==> config.mk <==
export PLATFORM = sky130hd
export DESIGN_NAME = flash_stream_unpack_flat
export DESIGN_NICKNAME = d
export VERILOG_FILES = /design/src/rtl/flash_stream_unpack_if.sv /design/src/rtl/flash_stream_unpack.sv /design/src/flat_wrapper.sv
export SDC_FILE = /design/constraint.sdc
export NUM_CORES = 1
export LEC_CHECK = 0
export BUFFER_PORTS_ARGS = -buffer_cell sky130_fd_sc_hd__buf_2
export CAP_MARGIN = 20
export CORE_ASPECT_RATIO = 1.4
export CORE_MARGIN = 5
export CORE_UTILIZATION = 60
export CTS_CLUSTER_DIAMETER = 150
export CTS_CLUSTER_SIZE = 10
export DETAILED_ROUTE_END_ITERATION = 12
export PLACE_DENSITY = 0.93
export SYNTH_ARGS = -nofsm -noshare
export SYNTH_HDL_FRONTEND = slang
export SYNTH_SLANG_ARGS = --single-unit
==> constraint.sdc <==
create_clock -name clk2x -period 3.4 [get_ports clk2x]
set_input_delay 0.51 -clock clk2x [delete_from_list [all_inputs] [get_ports clk2x]]
set_output_delay 0.51 -clock clk2x [all_outputs]
set_load 0.01 [all_outputs]
==> src/rtl/flash_stream_unpack_if.sv <==
// -----------------------------------------------------------------------------
// flash_stream_unpack_if
//   Groups the two streaming sides of flash_stream_unpack:
//     - spi_fifo read port (fill request, empty/low status, pop, head word)
//     - payload byte stream (byte, valid, ready)
//   modport master : the unpacker (drives fill, pop and the byte stream)
//   modport slave  : the environment (FIFO plus downstream byte consumer)
// -----------------------------------------------------------------------------
interface flash_stream_unpack_if;
  logic        fill;        // session active, to spi_fifo i_fill
  logic        fifo_empty;  // FIFO has no word at its head
  logic        fifo_low;    // FIFO nearly empty (status only)
  logic        fifo_rd;     // pop head word this cycle
  logic [31:0] fifo_dout;   // head word, first-word-fall-through
  logic [7:0]  byte_data;   // payload byte
  logic        byte_vld;    // byte_data valid
  logic        byte_rdy;    // consumer ready

  modport master (
    output fill, fifo_rd, byte_data, byte_vld,
    input  fifo_empty, fifo_low, fifo_dout, byte_rdy
  );

  modport slave (
    input  fill, fifo_rd, byte_data, byte_vld,
    output fifo_empty, fifo_low, fifo_dout, byte_rdy
  );
endinterface

==> src/rtl/flash_stream_unpack.sv <==
// -----------------------------------------------------------------------------
// flash_stream_unpack
//   Reads a flash session out of spi_fifo: raises fill, parses one header word
//   (magic in [31:24], payload byte length in [23:0]), unpacks the payload
//   words into a byte stream (byte 0 = bits [7:0]) and ends the session by
//   dropping fill for at least one cycle.
//
//   Optional feature macro: CHECKSUM_EN
//     defined   : a 16-bit sum of accepted payload bytes is compared with the
//                 low half of the trailer word that follows the payload.
//     undefined : no trailer is read; errors come from header checks only.
//
// Ports
//   clk2x      clock (SPI I/O domain)          resetn   async active-low reset
//   i_start    session start pulse (IDLE only)  i_abort  level, abort session
//   io_strm    FIFO read side + byte stream (flash_stream_unpack_if.master)
//   o_len      payload length from the header   o_busy   not IDLE
//   o_done     normal completion pulse          o_err    sticky, cleared by start
//   o_starved  DATA, no byte held, FIFO low
// -----------------------------------------------------------------------------
module flash_stream_unpack #(
  parameter logic [7:0]  C_MAGIC   = 8'hA5,
  parameter logic [23:0] C_MAX_LEN = 24'h0FFFFF
) (
  input  logic                         clk2x,
  input  logic                         resetn,
  input  logic                         i_start,
  input  logic                         i_abort,
  flash_stream_unpack_if.master        io_strm,
  output logic [23:0]                  o_len,
  output logic                         o_busy,
  output logic                         o_done,
  output logic                         o_err,
  output logic                         o_starved
);

  typedef enum logic [2:0] {
    S_IDLE = 3'd0,
    S_FILL = 3'd1,
    S_HDR  = 3'd2,
    S_DATA = 3'd3,
    S_CHK  = 3'd4,
    S_END  = 3'd5,
    S_ERR  = 3'd6
  } state_t;

`ifdef CHECKSUM_EN
  localparam state_t C_AFTER_PAYLOAD = S_CHK;

  function automatic logic [15:0] f_sum_add(input logic [15:0] sum, input logic [7:0] b);
    f_sum_add = sum + {8'h00, b};
  endfunction
`else
  localparam state_t C_AFTER_PAYLOAD = S_END;
`endif

  state_t      r_state;
  state_t      w_state_nxt;
  logic [31:0] r_word;      // current payload word, shifted right as bytes leave
  logic        r_vld;       // r_word holds at least one unsent byte
  logic [1:0]  r_idx;       // bytes of r_word already accepted
  logic [23:0] r_cnt;       // payload bytes still to be accepted
  logic [23:0] r_len;
  logic        r_fill;
  logic        r_busy;
  logic        r_done;
  logic        r_err;
  logic        r_starved;
`ifdef CHECKSUM_EN
  logic [15:0] r_sum;
`endif

  logic        w_pop;
  logic        w_accept;
  logic        w_last_byte;
  logic        w_word_done;
  logic        w_need_word;
  logic        w_hdr_bad;
  logic [23:0] w_hdr_len;

  assign w_hdr_len   = io_strm.fifo_dout[23:0];
  assign w_hdr_bad   = (io_strm.fifo_dout[31:24] != C_MAGIC) || (w_hdr_len > C_MAX_LEN);
  assign w_accept    = r_vld & io_strm.byte_rdy;
  assign w_last_byte = w_accept & (r_cnt == 24'd1);
  assign w_word_done = w_accept & (r_idx == 2'd3);
  // A new word is wanted when nothing is held, or the held word is finishing
  // this cycle and more payload remains; this keeps one byte per cycle.
  assign w_need_word = ~r_vld | (w_word_done & ~w_last_byte);

  assign io_strm.fill      = r_fill;
  assign io_strm.fifo_rd   = w_pop;
  assign io_strm.byte_data = r_word[7:0];
  assign io_strm.byte_vld  = r_vld;
  assign o_len             = r_len;
  assign o_busy            = r_busy;
  assign o_done            = r_done;
  assign o_err             = r_err;
  assign o_starved         = r_starved;

  // Next-state decode and FIFO pop request
  always_comb begin
    w_state_nxt = r_state;
    w_pop       = 1'b0;
    case (r_state)
      S_IDLE: begin
        // abort wins over a simultaneous start
        if (i_start && !i_abort) begin
          w_state_nxt = S_FILL;
        end else begin
          w_state_nxt = S_IDLE;
        end
      end
      S_FILL: begin
        if (i_abort) begin
          w_state_nxt = S_IDLE;
        end else begin
          w_state_nxt = S_HDR;
        end
      end
      S_HDR: begin
        if (i_abort) begin
          w_state_nxt = S_IDLE;
        end else if (!io_strm.fifo_empty) begin
          w_pop = 1'b1;
          if (w_hdr_bad) begin
            w_state_nxt = S_ERR;
          end else if (w_hdr_len == 24'd0) begin
            w_state_nxt = C_AFTER_PAYLOAD;
          end else begin
            w_state_nxt = S_DATA;
          end
        end else begin
          w_state_nxt = S_HDR;
        end
      end
      S_DATA: begin
        if (i_abort) begin
          w_state_nxt = S_IDLE;
        end else begin
          if (w_need_word && !io_strm.fifo_empty) begin
            w_pop = 1'b1;
          end else begin
            w_pop = 1'b0;
          end
          if (w_last_byte) begin
            w_state_nxt = C_AFTER_PAYLOAD;
          end else begin
            w_state_nxt = S_DATA;
          end
        end
      end
      S_CHK: begin
`ifdef CHECKSUM_EN
        if (i_abort) begin
          w_state_nxt = S_IDLE;
        end else if (!io_strm.fifo_empty) begin
          w_pop = 1'b1;
          if (io_strm.fifo_dout[15:0] != r_sum) begin
            w_state_nxt = S_ERR;
          end else begin
            w_state_nxt = S_END;
          end
        end else begin
          w_state_nxt = S_CHK;
        end
`else
        w_state_nxt = S_END;
`endif
      end
      S_ERR: begin
        if (i_abort) begin
          w_state_nxt = S_IDLE;
        end else begin
          w_state_nxt = S_END;
        end
      end
      S_END: begin
        w_state_nxt = S_IDLE;
      end
      default: begin
        w_state_nxt = S_IDLE;
      end
    endcase
  end

  // State register
  always_ff @(posedge clk2x or negedge resetn) begin
    if (!resetn) begin
      r_state <= S_IDLE;
    end else begin
      r_state <= w_state_nxt;
    end
  end

  // Registered session status outputs, decoded from the next state
  always_ff @(posedge clk2x or negedge resetn) begin
    if (!resetn) begin
      r_fill    <= 1'b0;
      r_busy    <= 1'b0;
      r_done    <= 1'b0;
      r_err     <= 1'b0;
      r_starved <= 1'b0;
    end else begin
      // fill drops in END so spi_fifo sees a low cycle between sessions
      r_fill    <= (w_state_nxt != S_IDLE) && (w_state_nxt != S_END);
      r_busy    <= (w_state_nxt != S_IDLE);
      r_done    <= (w_state_nxt == S_END) && (r_state != S_ERR);
      r_starved <= (r_state == S_DATA) && !r_vld && io_strm.fifo_low;
      if ((r_state == S_IDLE) && (w_state_nxt == S_FILL)) begin
        r_err <= 1'b0;
      end else if (w_state_nxt == S_ERR) begin
        r_err <= 1'b1;
      end else begin
        r_err <= r_err;
      end
    end
  end

  // Payload word register: load on pop, shift out one byte per handshake
  always_ff @(posedge clk2x or negedge resetn) begin
    if (!resetn) begin
      r_word <= 32'h0000_0000;
      r_vld  <= 1'b0;
      r_idx  <= 2'd0;
    end else if ((r_state != S_DATA) || (w_state_nxt == S_IDLE)) begin
      r_vld  <= 1'b0;
      r_idx  <= 2'd0;
    end else if (w_pop) begin
      r_word <= io_strm.fifo_dout;
      r_vld  <= 1'b1;
      r_idx  <= 2'd0;
    end else if (w_accept) begin
      r_word <= {8'h00, r_word[31:8]};
      r_idx  <= r_idx + 2'd1;
      // leftover bytes of a partial last word are simply dropped
      if ((r_idx == 2'd3) || (r_cnt == 24'd1)) begin
        r_vld <= 1'b0;
      end else begin
        r_vld <= 1'b1;
      end
    end else begin
      r_vld  <= r_vld;
    end
  end

  // Header length capture and remaining-byte counter
  always_ff @(posedge clk2x or negedge resetn) begin
    if (!resetn) begin
      r_len <= 24'd0;
      r_cnt <= 24'd0;
    end else if ((r_state == S_IDLE) && (w_state_nxt == S_FILL)) begin
      r_len <= 24'd0;
      r_cnt <= 24'd0;
    end else if ((r_state == S_HDR) && w_pop && !w_hdr_bad) begin
      r_len <= w_hdr_len;
      r_cnt <= w_hdr_len;
    end else if (w_accept) begin
      r_cnt <= r_cnt - 24'd1;
    end else begin
      r_cnt <= r_cnt;
    end
  end

`ifdef CHECKSUM_EN
  // Running 16-bit sum of accepted payload bytes
  always_ff @(posedge clk2x or negedge resetn) begin
    if (!resetn) begin
      r_sum <= 16'h0000;
    end else if (r_state == S_HDR) begin
      r_sum <= 16'h0000;
    end else if (w_accept) begin
      r_sum <= f_sum_add(r_sum, r_word[7:0]);
    end else begin
      r_sum <= r_sum;
    end
  end
`endif

endmodule

==> src/flat_wrapper.sv <==
// flat-port wrapper written by rule: the top's interface ports become plain ports
module flash_stream_unpack_flat 
#(
  parameter logic [7:0]  C_MAGIC   = 8'hA5,
  parameter logic [23:0] C_MAX_LEN = 24'h0FFFFF
)
  (clk2x, resetn, i_start, i_abort, o_len, o_busy, o_done, o_err, o_starved, io_strm_fill, io_strm_fifo_rd, io_strm_byte_data, io_strm_byte_vld, io_strm_fifo_empty, io_strm_fifo_low, io_strm_fifo_dout, io_strm_byte_rdy);
  flash_stream_unpack_if io_strm_i ();
  input  logic clk2x;
  input  logic resetn;
  input  logic i_start;
  input  logic i_abort;
  output logic [23:0] o_len;
  output logic o_busy;
  output logic o_done;
  output logic o_err;
  output logic o_starved;
  output wire logic [$bits(io_strm_i.fill)-1:0] io_strm_fill;
  output wire logic [$bits(io_strm_i.fifo_rd)-1:0] io_strm_fifo_rd;
  output wire logic [$bits(io_strm_i.byte_data)-1:0] io_strm_byte_data;
  output wire logic [$bits(io_strm_i.byte_vld)-1:0] io_strm_byte_vld;
  input wire logic [$bits(io_strm_i.fifo_empty)-1:0] io_strm_fifo_empty;
  input wire logic [$bits(io_strm_i.fifo_low)-1:0] io_strm_fifo_low;
  input wire logic [$bits(io_strm_i.fifo_dout)-1:0] io_strm_fifo_dout;
  input wire logic [$bits(io_strm_i.byte_rdy)-1:0] io_strm_byte_rdy;
  assign io_strm_fill = io_strm_i.fill;
  assign io_strm_fifo_rd = io_strm_i.fifo_rd;
  assign io_strm_byte_data = io_strm_i.byte_data;
  assign io_strm_byte_vld = io_strm_i.byte_vld;
  assign io_strm_i.fifo_empty = io_strm_fifo_empty;
  assign io_strm_i.fifo_low = io_strm_fifo_low;
  assign io_strm_i.fifo_dout = io_strm_fifo_dout;
  assign io_strm_i.byte_rdy = io_strm_byte_rdy;
  flash_stream_unpack #(.C_MAGIC(C_MAGIC), .C_MAX_LEN(C_MAX_LEN)) u_core (.clk2x(clk2x), .resetn(resetn), .i_start(i_start), .i_abort(i_abort), .io_strm(io_strm_i), .o_len(o_len), .o_busy(o_busy), .o_done(o_done), .o_err(o_err), .o_starved(o_starved));
endmodule
### After elaboration in Yosys (flattened, before gate mapping)

Cells that the tools add are included.

* bitwise logic cells: 8
* multiplexer cells: 31
* add/subtract/negate cells: 2
* order comparisons: 1
* reduce and logical (&&, ||, !) cells: 26
* eq/ne operators: 14

Operators with widths (count)
* $mux 24: 5
* $mux 32: 2
* $eq 24x1->1 const B: 1
* $gt 24x20->1 const B: 1
* $logic_not 24->1: 1
* $sub 24x1->24 const B: 1
* $mux 3: 7
* $pmux 3 s6: 1
* $eq 3x3->1 const B: 4
* $mux 1: 11
* $logic_and 1x1->1: 9
* $reduce_bool 3->1: 3
* $mux 2: 4
* $ne 8x8->1 const B: 1
* $eq 3x1->1 const B: 2
* $eq 3x2->1 const B: 2
* $logic_not 3->1: 2
* $ne 3x3->1 const B: 2
* $reduce_bool 2->1: 3
* $and 1x1->1: 4
* $logic_not 1->1: 4
* $logic_or 1x1->1: 3
* $ne 3x2->1 const B: 1
* $not 1->1: 3
* 5 further kinds: 5

* bits in registers: 91
* bits of input ports: 39
* word-level logic and storage cells: 93

### Depth between registers and ports, before layout

* depth in word-level cells: 13
* mapped depth: 10
* mapped depth without buffers: 7

### Worst setup path before layout

Ideal clock, no wire load.

* path kind: register -> output
* start point: reg u_core.r_cnt[1]
* end point: out io_strm_fifo_rd
* required time: 2.890 ns
* arrival time: 1.861 ns
* cell stages (with the launch flop): 10
* slack: 1.029 ns
* cell sequence: dfrtp_1 -> inv_1 -> ha_1 -> nor4b_1 -> nand3_2 -> o311a_1 -> buf_6 -> o21a_1 -> buf_6 -> buf_6

* word-level cells in the longest chain between the ends: 9

RTL lines
* start: declaration: line flash_stream_unpack.sv:62 `logic [23:0] r_cnt;`
* start signal: assignment: line flash_stream_unpack.sv:256 `r_cnt <= w_hdr_len;`
* start signal: assignment: line flash_stream_unpack.sv:258 `r_cnt <= r_cnt - 24'd1;`
* start signal: assignment: line flash_stream_unpack.sv:260 `r_cnt <= r_cnt;`
* $eq 24x1->1: line flash_stream_unpack.sv:84 `assign w_last_byte = w_accept & (r_cnt == 24'd1);`
* $and 1x1->1: line flash_stream_unpack.sv:84
* $not 1->1: line flash_stream_unpack.sv:88 `assign w_need_word = ~r_vld | (w_word_done & ~w_last_byte);`
* $and 1x1->1: line flash_stream_unpack.sv:88
* $or 1x1->1: line flash_stream_unpack.sv:88
* $logic_and 1x1->1: line flash_stream_unpack.sv:140 `if (w_need_word && !io_strm.fifo_empty) begin`
* $mux 1: line flash_stream_unpack.sv:140
* $mux 1: line flash_stream_unpack.sv:137 `if (i_abort) begin`
* $pmux 1 s2: line flash_stream_unpack.sv:104 `case (r_state)`
* end: declaration: line flat_wrapper.sv:19 `output wire logic [$bits(io_strm_i.fifo_rd)-1:0] io_strm_fifo_rd;`

No other way between the ends.

### Final worst setup path

Ends and elaborated chain as after synthesis.

==> results.toml <==
[cts]
cts_setup_buffers = 0
cts_max_level = 3
cts_buffers = 9
cts_num_sinks = 91
clkLatencyLatePin_ns = 0.38
clk_pin_slew_ns = 0.09
cts_hold_buffers = 0
cts_buffer_depth = 2
cts-resized-gates = 0
root_buffer = "clkbuf_8"
cts_tree = "yes"

[yosys]
syn_nets = 502
postSynthCellCount = 460
synth_ff_type = "dfrtp_1"
yosysWarnings = 0
synth_edf_count = 0
yosysUniqueCellTypes = 56
postSynthRegisterBits = 91
ys_async_sr_fraction_pct = 100
synth_area_um2 = 4630
yosysSeqAreaShare_pct = 49.2
syn_avg_cell_area_um2 = 10.1

[grt]
grt_overflow_total = 0
antenna_found_initial = 0
grt_pass1_wl_mm = 20.3
first_global_vias = 4029
grt_max_degree = 49
track_usage_pct = 26.7

[flow_run]
max-cap-violations = 0

[drt]
totalWireLength_mm = 12.2
via_count = 4059
final_antenna_net_count = 0
drc = 0
drt_iter0_markers = 570
vias_per_cell = 6.48
drtPass1Iterations = 8
avgRoutedWirePerCell_um = 19.5

[timing]
hold_viol = 0
period_needed_ns = 2.93
rsz0062_at_grt = "false"
fin_tns_setup_ns = 0
maxSlewViolCount = 0
post-route-worst-setup-slack_ns = 0.470
worstMarginPinSlew_ns = 1.07
min_period_over_period_pct = 86.2
maxSlewHeadroom_pct = 28.7
fin_worst_skew_ns = 0.00915
max_freq_mhz = 341
setup_viol = 0

[finish]
area_delta_synth_final_pct = 12.6
drive_above_1_share_pct = 24.9
final-instance-count-excl-fill = 626
finish.utilization_pct = 68.1
finalNetCount = 563
diodes = 0

[setup_path]
crit_arrival_ns = 2.42
rr_endpoint = "u_core.r_word[5]$_DFFE_PN0P_"
cp.required_ns = 2.89
crit_path_start_kind = "flop"
timing.rr.start = "u_core.r_cnt[1]$_DFFE_PN0P_"
reg2reg_setup_slack_ns = 0.89
cp-end-kind = "output pin"
worstRegToRegCells = 9
crit_type = "reg -> out"
crit_path_max_fanout = 26

[placed_design]
port_buffers = 77
hpwl_mm = 8.74
pre_cts_ws_ns = 0.779
placedCellCount = 610
globalplace.congestion = 0.937

[floorplan]
dieArea_um2 = 9590
die_w_um = 84.2
die_h_um = 114
start_util_pct = 60.5
core_um2 = 7650
row_count = 38
ios = 78

[power]
cellPowerDensity_nw_per_um2 = 508
p_leak_nw = 2.53
p_total_mw = 2.65
peakVddDrop_uv = 330

[min_path]
hold_path.class = "in -> async"

[status]
status = "completed"
layout make-up:
type                    instances  area [um^2]
fillers                       595         2440
flip-flops and latches         91         2280
clock buffers                  12          165
repair buffers                 86          463
well taps                     100          125
clock inverters                 4         23.8
multi-input cells             327         2140
inverters                       6         22.5
worst max-delay path by stage:
stage / depth (start not counted) / slack (ns) / start / endpoint
after CTS: 8 / 0.46 / u_core.r_cnt[1]$_DFFE_PN0P_ / io_strm_fifo_rd
after global routing: 6 / 0.31 / u_core.r_cnt[4]$_DFFE_PN0P_ / io_strm_fifo_rd
after floorplan: 9 / 1.03 / u_core.r_cnt[1]$_DFFE_PN0P_ / io_strm_fifo_rd
final: 8 / 0.47 / u_core.r_cnt[1]$_DFFE_PN0P_ / io_strm_fifo_rd
after global placement: 6 / 0.79 / io_strm_fifo_dout[31] / u_core.r_cnt[14]$_DFFE_PN0P_
after detailed placement: 7 / 0.78 / io_strm_fifo_dout[22] / u_core.r_cnt[1]$_DFFE_PN0P_
cell usage after synthesis (2+ instances only):
master / instances / area [um^2]
xor2_1: 2 / 17.5
o211ai_1: 8 / 60.1
buf_6: 4 / 45.0
o2111ai_1: 24 / 210
nand2_1: 98 / 368
nand3_1: 10 / 50.1
a31oi_1: 2 / 12.5
and2_1: 8 / 50.1
a2bb2oi_1: 2 / 17.5
o21a_1: 4 / 30.0
nand3_2: 2 / 20.0
nor4_1: 10 / 62.6
or4_1: 3 / 22.5
nand4_1: 3 / 18.8
nor4b_1: 2 / 17.5
ha_1: 3 / 37.5
nor4bb_1: 2 / 20.0
nor4_4: 2 / 42.5
o21ai_0: 20 / 100
o2bb2a_1: 4 / 40.0
nor3_1: 10 / 50.1
and3_1: 4 / 25.0
nor3b_1: 2 / 15.0
a21oi_1: 11 / 55.1
a22o_1: 20 / 175
o211ai_2: 17 / 213
dfrtp_1: 91 / 2280
inv_1: 6 / 22.5
xnor2_1: 14 / 123
buf_4: 8 / 60.1
clkbuf_1: 23 / 86.3
nor3_2: 2 / 20.0
nor2_1: 16 / 60.1
cells in the final DEF (no fill, tap or decap), types with 6 or more instances in the layout:
cell type and n:
a21oi_1 10, o211ai_2 17, buf_4 9, nor2_1 16, o21ai_0 20, nor3_1 10, dfrtp_1 91, clkbuf_8 12
nand2_1 98, nor4_1 10, xnor2_1 14, a22o_1 20, and2_1 8, nand3_1 10, o211ai_1 8, o2111ai_1 24
inv_1 6, buf_2 76
layer usage:
metal / up-vias / global-route usage, % / share of wire (%)
li1: 1810 / - / -
met4: 0 / 16.1 / 3.9
met3: 43 / 4.34 / 7.6
met1: 1967 / 34.3 / 38
met2: 239 / 42.4 / 50
met5: - / 0 / 0
per-stage QoR:
stage               hold slack, ns  instance area (um^2)
floorplan                    0.214                  4630
global placement             0.460                  5010
detailed placement           0.458                  5020
CTS                         0.0666                  5210
global route                0.0985                  5210
finish                      0.0649                  5210
critical path, cell delays in order (launching register included):
cell	delay (ns)
dfrtp_1	0.41
inv_1	0.11
ha_1	0.14
nor4b_1	0.32
nand3_2	0.15
o311a_1	0.32
buf_4	0.23
o21a_1	0.24
buf_2	0.15
state kept, by name, summed over array words and instances, names as in the netlist:
signal / count
u_core.r_idx: 2
u_core.o_err: 1
u_core.r_cnt: 24
u_core.o_len: 24
u_core.o_starved: 1
u_core.io_strm.byte_vld: 1
u_core.r_state: 3
u_core.o_done: 1
u_core.io_strm.fill: 1
u_core.o_busy: 1
u_core.r_word: 32
cell families (layout without fill, tap and decap cells):
group	Yosys count	after routing	share of synthesized area (%)
buffers and inverters	42	108	4.73
XOR/XNOR	16	16	3.03
AND/OR/NAND/NOR	181	181	19.8
adder cells (fa/ha/maj)	3	3	0.811
multiplexers	1	1	0.216
AO/OA/AOI/OAI	126	126	22.2
flip-flops	91	91	49.2
where the power goes:
group          total, mW  internal (mW)  switching [mW]
clock              0.703          0.323           0.380
combinational      0.612          0.239           0.373
sequential          1.33           1.21           0.124
total               2.65           1.77           0.877
Power figures use the tool's default switching activity.
